==> src/rtl/alu_arbiter.sv <==
// Two-requester front end for a shared external ALU: grants one op, runs it, holds the result until consumed.
// Define ALU_ARB_FIXED_PRIO_EN to make requester 0 always win contention instead of round-robin.
module alu_arbiter #(
  parameter int WIDTH = 32
) (
  input  logic             clk,
  input  logic             reset,
  input  logic             req0_valid,
  input  logic             req1_valid,
  output logic             req0_ready,
  output logic             req1_ready,
  input  logic [WIDTH-1:0] req0_a,
  input  logic [WIDTH-1:0] req0_b,
  input  logic [WIDTH-1:0] req1_a,
  input  logic [WIDTH-1:0] req1_b,
  input  logic [4:0]       req0_op,
  input  logic [4:0]       req1_op,
  output logic             rsp0_valid,
  output logic             rsp1_valid,
  input  logic             rsp0_ready,
  input  logic             rsp1_ready,
  output logic [WIDTH-1:0] rsp_result,
  output logic             rsp_zero,
  output logic             rsp_err,
  output logic [WIDTH-1:0] alu_a,
  output logic [WIDTH-1:0] alu_b,
  output logic [4:0]       alu_ctrl,
  input  logic [WIDTH-1:0] alu_result,
  input  logic             alu_zero,
  output logic             busy
);

  localparam logic [4:0] OP_AND = 5'b00000;
  localparam logic [4:0] OP_OR  = 5'b00001;
  localparam logic [4:0] OP_ADD = 5'b00010;
  localparam logic [4:0] OP_SUB = 5'b00110;

  typedef enum logic [1:0] {
    IDLE,
    EXEC,
    RESP
  } state_t;

  state_t state;
  state_t state_next;

  logic             grant_id;
  logic [WIDTH-1:0] op_a;
  logic [WIDTH-1:0] op_b;
  logic [4:0]       op_ctrl;
  logic             pick1;
  logic             accept;
  logic             rsp_done;

  function automatic logic op_legal(input logic [4:0] op);
    return (op == OP_AND) || (op == OP_OR) || (op == OP_ADD) || (op == OP_SUB);
  endfunction

`ifdef ALU_ARB_FIXED_PRIO_EN
  assign pick1 = req1_valid && !req0_valid;
`else
  logic rr_ptr;

  // Pointer hands priority to the requester that was not just served.
  always_ff @(posedge clk or posedge reset) begin
    if (reset) begin
      rr_ptr <= 1'b0;
    end else if (rsp_done) begin
      rr_ptr <= !grant_id;
    end
  end

  assign pick1 = req1_valid && (!req0_valid || rr_ptr);
`endif

  always_ff @(posedge clk or posedge reset) begin
    if (reset) begin
      state <= IDLE;
    end else begin
      state <= state_next;
    end
  end

  // Ready is gated by reset so nothing looks accepted while reset is held.
  always_comb begin
    state_next = state;
    req0_ready = 1'b0;
    req1_ready = 1'b0;
    rsp0_valid = 1'b0;
    rsp1_valid = 1'b0;
    alu_a      = '0;
    alu_b      = '0;
    alu_ctrl   = '0;
    accept     = 1'b0;
    rsp_done   = 1'b0;
    case (state)
      IDLE: begin
        if (!reset && (req0_valid || req1_valid)) begin
          accept     = 1'b1;
          req0_ready = !pick1;
          req1_ready = pick1;
          state_next = EXEC;
        end
      end
      EXEC: begin
        alu_a      = op_a;
        alu_b      = op_b;
        alu_ctrl   = op_ctrl;
        state_next = RESP;
      end
      RESP: begin
        rsp0_valid = !grant_id;
        rsp1_valid = grant_id;
        rsp_done   = grant_id ? rsp1_ready : rsp0_ready;
        if (rsp_done) begin
          state_next = IDLE;
        end
      end
      default: state_next = IDLE;
    endcase
  end

  // Operands are latched at grant so the requester may drop valid afterwards.
  always_ff @(posedge clk or posedge reset) begin
    if (reset) begin
      grant_id   <= 1'b0;
      op_a       <= '0;
      op_b       <= '0;
      op_ctrl    <= '0;
      rsp_result <= '0;
      rsp_zero   <= 1'b0;
      rsp_err    <= 1'b0;
    end else begin
      if (accept) begin
        grant_id <= pick1;
        op_a     <= pick1 ? req1_a : req0_a;
        op_b     <= pick1 ? req1_b : req0_b;
        op_ctrl  <= pick1 ? req1_op : req0_op;
      end
      if (state == EXEC) begin
        if (op_legal(op_ctrl)) begin
          rsp_result <= alu_result;
          rsp_zero   <= alu_zero;
          rsp_err    <= 1'b0;
        end else begin
          rsp_result <= '0;
          rsp_zero   <= 1'b0;
          rsp_err    <= 1'b1;
        end
      end
    end
  end

  assign busy = (state != IDLE);

endmodule

==> config.mk <==
export PLATFORM = sky130hd
export DESIGN_NAME = alu_arbiter
export DESIGN_NICKNAME = d
export VERILOG_FILES = /design/src/rtl/alu_arbiter.sv
export SDC_FILE = /design/constraint.sdc
export NUM_CORES = 1
export LEC_CHECK = 0
export BUFFER_PORTS_ARGS = -buffer_cell sky130_fd_sc_hd__buf_2
export CAP_MARGIN = 5
export CORE_MARGIN = 2
export CORE_UTILIZATION = 35
export DETAILED_ROUTE_END_ITERATION = 12
export GPL_ROUTABILITY_DRIVEN = 0
export HOLD_SLACK_MARGIN = 0.15
export PLACE_DENSITY = 0.62
export SETUP_SLACK_MARGIN = 0.1
export SLEW_MARGIN = 25
export SYNTH_ARGS = -nofsm -noshare
export SYNTH_HDL_FRONTEND = slang
export SYNTH_SLANG_ARGS = --single-unit
==> constraint.sdc <==
create_clock -name clk -period 5.4 [get_ports clk]
set_clock_uncertainty 0.05 [all_clocks]
set_input_delay 1.08 -clock clk [delete_from_list [all_inputs] [get_ports clk]]
set_output_delay 1.08 -clock clk [all_outputs]
set_load 0.005 [all_outputs]
# After elaboration in Yosys (flattened, before gate mapping)

Index checks and enable logic that the tools add are counted.

Flip-flop bits (word level): 107
Output and inout port bits: 108
Logic and storage cells: 53

Equality and inequality tests: 7
Muxes and demuxes: 22
Reduce and logical (&&, ||, !) cells: 15

Operator list:

| kind                                                            | number |
|---|---|
| 32-bit 2-to-1 mux                                               | 5 |
| 1-bit 2-to-1 mux                                                | 12 |
| 5-bit 2-to-1 mux                                                | 2 |
| 2-bit case mux with 3 select lines                              | 1 |
| 5-bit by 1-bit == test with 1-bit output, second input constant | 1 |
| 5-bit by 2-bit == test with 1-bit output, second input constant | 1 |
| 5-bit by 3-bit == test with 1-bit output, second input constant | 1 |
| 5-bit logical NOT                                               | 1 |
| 1-bit logical OR                                                | 5 |
| 1-bit logical NOT                                               | 4 |
| 2-bit 2-to-1 mux                                                | 2 |
| 2-bit != test, second input constant                            | 2 |
| 2-bit by 1-bit == test with 1-bit output, second input constant | 1 |
| 2-bit == test, second input constant                            | 1 |
| 1-bit logical AND                                               | 2 |
| 2-bit logical NOT                                               | 1 |
| 2-bit AND reduction                                             | 1 |
| 2-bit nonzero test                                              | 1 |

# Longest topological paths before layout

Word-level depth: 6
Mapped depth: 6
Depth with buffers taken out: 3

# Worst setup path after synthesis

Ideal clock, no wire load.

Path kind: input port to output port
Start point: in reset
End point: out req1_ready
Arrival: 1902 ps
Required time: 4270 ps
Slack: 2368 ps
Cell stages on the path: 4
Cells stage by stage: or3_1 buf_2 buf_6 nor3b_1

Cells in the longest elaborated chain, start to end: 4

Ends and longest elaborated chain:

| what                               | RTL line | RTL |
|---|---|---|
| start: declaration                 | 7        | `input logic reset,` |
| 1-bit logical NOT (no source line) | --       |  |
| 1-bit logical AND                  | 98       | `if (!reset && (req0_valid \|\| req1_valid)) begin` |
| 1-bit 2-to-1 mux                   | 98       |  |
| 1-bit 2-to-1 mux                   | 96       | `case (state)` |
| end: declaration                   | 11       | `output logic req1_ready,` |

Every way passes these cells.

# Final worst setup path

Ends and elaborated chain as after synthesis.

==> impl_metrics.env <==
export IMPL_antenna_violating_nets_post_route=0
export IMPL_cp_slowest_cell="sky130_fd_sc_hd__or3_2"
export IMPL_grt_remaining_overflow=0
export IMPL_syn_cell_area_mm2=0.00521
export IMPL_cp_slowest_stage_delay_ps=430
export IMPL_num_io_pins=285
export IMPL_chipHeight_um=126
export IMPL_synthDistinctLibCells=25
export IMPL_max_cap_violations=0
export IMPL_min_period_ps=3300
export IMPL_grt_total_usage_pct=20.4
export IMPL_vdd_drop_max_v=0.000181
export IMPL_setup_worst_path_class="input port to primary output"
export IMPL_first_pass_iters=4
export IMPL_path_cells="buf_2, or3_2, nor3b_1, buf_2"
export IMPL_num_vias=4903
export IMPL_drc=0
export IMPL_initial_core_util_pct=35.9
export IMPL_timing_critical_path_from_type="input port"
export IMPL_number_of_sinks_handled_by_clock_tree_synthesis=107
export IMPL_final_setup_violation_count=0
export IMPL_cts_root_buffer_cell="sky130_fd_sc_hd__clkbuf_16"
export IMPL_worstHoldPathType="flip-flop to flip-flop"
export IMPL_grt_pass1_wl_um=25900
export IMPL_die_area_mm2=0.0159
export IMPL_clk_insertion_delay_late_ps=340
export IMPL_worst_path_max_fanout=3
export IMPL_dieWidth_um=126
export IMPL_timing_setup_tns_ps=0
export IMPL_rows=44
export IMPL_p_per_area_mw_per_mm2=448
export IMPL_grt_max_degree=71
export IMPL_layout_drive_gt1_share_pct=42.2
export IMPL_worst_endpoint_arrival_ps=2170
export IMPL_grt_pass1_vias=5037
export IMPL_min_period_over_period_pct=61.1
export IMPL_post_layout_total_power_mw=3.10
export IMPL_finalHoldViolCount=0
export IMPL_core_area_mm2=0.0145
export IMPL_post_detailed_route_via_to_cell_ratio=5.22
export IMPL_wl_um=16400
export IMPL_post_cts_setup_buffer_count=0
export IMPL_avgRoutedWirePerCell_um=17.5
export IMPL_synthesis_yosys_warnings=0
export IMPL_seq_area_frac_synth_pct=51.4
export IMPL_synth_top_cell_by_area="sky130_fd_sc_hd__dfrtp_1"
export IMPL_synthesis_area_per_instance_um2=10.5
export IMPL_tritoncts_clock_tree="built"
export IMPL_relSlewSlack_pct=48.4
export IMPL_dp_final_hpwl_um=11400
export IMPL_tightestPinTransition_ps=774
export IMPL_port_buffers=284
export IMPL_cts_repair_resize_count=0
export IMPL_grt_setup_unrepaired="false"
export IMPL_slew_viol_final=0
export IMPL_synth_top_area_share_pct=51.4
export IMPL_final_nets=926
export IMPL_critPathRequiredTime_ps=4270
export IMPL_synth_area_top_cells="sky130_fd_sc_hd__dfrtp_1 51%, sky130_fd_sc_hd__a221o_1 13%, sky130_fd_sc_hd__and2_1 8.3%"
export IMPL_clk_pin_slew_ps=80
export IMPL_yosys_register_bits=107
export IMPL_static_leakage_power_nw=3.66
export IMPL_initialDrtViolationCount=286
export IMPL_syn_instance_count=498
export IMPL_postPlaceCellArea_mm2=0.00661
export IMPL_max_freq_mhz=303
export IMPL_antenna_violations_before_repair=2
export IMPL_cts_htree_levels=3
export IMPL_critical_path_most_common_cell="sky130_fd_sc_hd__buf_2"
export IMPL_cts_hold_buf=0
export IMPL_area_growth_from_synthesis_to_layout_pct=32.9
export IMPL_total_clock_buffers_created_by_cts=9
export IMPL_synth_nets=675
export IMPL_end_kind="primary output"
export IMPL_cts_root_to_sink_buffers=2
export IMPL_status="finished, final reports clean"
export IMPL_final_cell_area_mm2=0.00693
## where the power goes
part | total (mW) | switching (mW) | internal, mW
clock | 0.667 | 0.335 | 0.332
combinational | 1.08 | 0.511 | 0.568
sequential | 1.35 | 0.204 | 1.15
total | 3.10 | 1.05 | 2.05
## registers in the layout, indices dropped and copies added, names as in the netlist, 2 cells and up
| register | cells |
|---|---|
| op_ctrl | 5 |
| op_a | 32 |
| rsp_result | 32 |
| op_b | 32 |
| state | 2 |
## routing by layer
layer	track usage, %	routed length [µm]	up-vias
met1	25.6	6880	2368
met4	7.56	416	0
met3	3.91	991	24
li1	-	-	2319
met2	35.1	8120	192
met5	0	0	-
## Yosys cell counts
master / instances
sky130_fd_sc_hd__a21oi_1: 2
sky130_fd_sc_hd__a221o_1: 69
sky130_fd_sc_hd__a22o_1: 33
sky130_fd_sc_hd__a31oi_1: 1
sky130_fd_sc_hd__and2_1: 69
sky130_fd_sc_hd__and3_1: 1
sky130_fd_sc_hd__buf_1: 5
sky130_fd_sc_hd__buf_2: 11
sky130_fd_sc_hd__buf_6: 18
sky130_fd_sc_hd__clkbuf_1: 19
sky130_fd_sc_hd__dfrtp_1: 107
sky130_fd_sc_hd__inv_1: 5
sky130_fd_sc_hd__mux2_2: 1
sky130_fd_sc_hd__nand2_1: 70
sky130_fd_sc_hd__nand2b_1: 1
sky130_fd_sc_hd__nor2_1: 5
sky130_fd_sc_hd__nor2b_1: 2
sky130_fd_sc_hd__nor3_1: 70
sky130_fd_sc_hd__nor3b_1: 1
sky130_fd_sc_hd__nor4_4: 1
sky130_fd_sc_hd__o21ai_0: 3
sky130_fd_sc_hd__o21ai_2: 1
sky130_fd_sc_hd__or2_2: 1
sky130_fd_sc_hd__or2b_1: 1
sky130_fd_sc_hd__or3_1: 1
## worst max-delay path: cells and delay by family
family	cells	cell delay [ps]
simple gates	2	780
buf+inv	2	320
## cells by family (layout without fill, tap and decap cells)
kind of cell | Yosys count | count (layout) | synth area share, %
buffers and inverters | 58 | 314 | 7.03
muxes | 1 | 1 | 0.216
other | 0 | 2 | 0
DFF | 107 | 107 | 51.4
and+or+nand+nor | 223 | 223 | 21.8
AOI/OAI and AO/OA | 109 | 109 | 19.6
## metrics by stage
step / hold slack, ps / utilization [%] / worst slack, ps / instances
floorplan: 422 / - / 1450 / 498
global placement: 432 / 45.5 / 2100 / 922
detailed placement: 440 / 45.5 / 2080 / 922
CTS: 460 / 47.6 / 2070 / 938
global route: 473 / 47.6 / 1960 / 940
finish: 458 / 47.6 / 2100 / 940
## placed cells by master, fill, tap and decap left out
| cell type | count |
|---|---|
| sky130_fd_sc_hd__inv_4 | 1 |
| sky130_fd_sc_hd__or3_2 | 1 |
| sky130_fd_sc_hd__nor2b_4 | 2 |
| sky130_fd_sc_hd__inv_6 | 4 |
| sky130_fd_sc_hd__a22o_1 | 33 |
| sky130_fd_sc_hd__nor3_1 | 70 |
| sky130_fd_sc_hd__diode_2 | 2 |
| sky130_fd_sc_hd__a21oi_1 | 2 |
| sky130_fd_sc_hd__buf_4 | 9 |
| sky130_fd_sc_hd__mux2_2 | 1 |
| sky130_fd_sc_hd__clkbuf_16 | 9 |
| sky130_fd_sc_hd__nor3b_1 | 1 |
| sky130_fd_sc_hd__and3_2 | 1 |
| sky130_fd_sc_hd__a221o_1 | 69 |
| sky130_fd_sc_hd__nand2b_1 | 1 |
| sky130_fd_sc_hd__nor2_1 | 5 |
| sky130_fd_sc_hd__and2_1 | 69 |
| sky130_fd_sc_hd__nand2_1 | 70 |
| sky130_fd_sc_hd__o21ai_4 | 1 |
| sky130_fd_sc_hd__or2b_1 | 1 |
| sky130_fd_sc_hd__inv_1 | 4 |
| sky130_fd_sc_hd__nor4_4 | 1 |
| sky130_fd_sc_hd__a31oi_1 | 1 |
| sky130_fd_sc_hd__o21ai_0 | 3 |
| sky130_fd_sc_hd__or2_2 | 1 |
| sky130_fd_sc_hd__buf_2 | 284 |
| sky130_fd_sc_hd__clkinv_8 | 3 |
| sky130_fd_sc_hd__dfrtp_1 | 107 |
## worst paths after layout
kind                       depth (start not counted)  slack [ps]           start              to
setup / recovery                                   4        2100           reset      req1_ready
hold / removal                                     1         460  rsp_result[27]  rsp_result[27]
setup reg to reg                                   4        3240        state[1]         op_b[1]
hold reg to reg                                    1         460  rsp_result[27]  rsp_result[27]
max in group asynchronous                          3        3330           reset  rsp_result[24]
min in group asynchronous                          2         810           reset        op_a[14]
## layout make-up
cell class	instances	area, µm²
Tap cell	184	230
Antenna cell	2	5.00
Fill cell	1441	7610
Multi-Input combinational cell	333	2190
Clock inverter	7	83.8
Inverter	5	21.3
Timing Repair Buffer	293	1490
Clock buffer	9	225
Sequential cell	107	2680
Note: power is estimated with default switching activity, not from simulation.
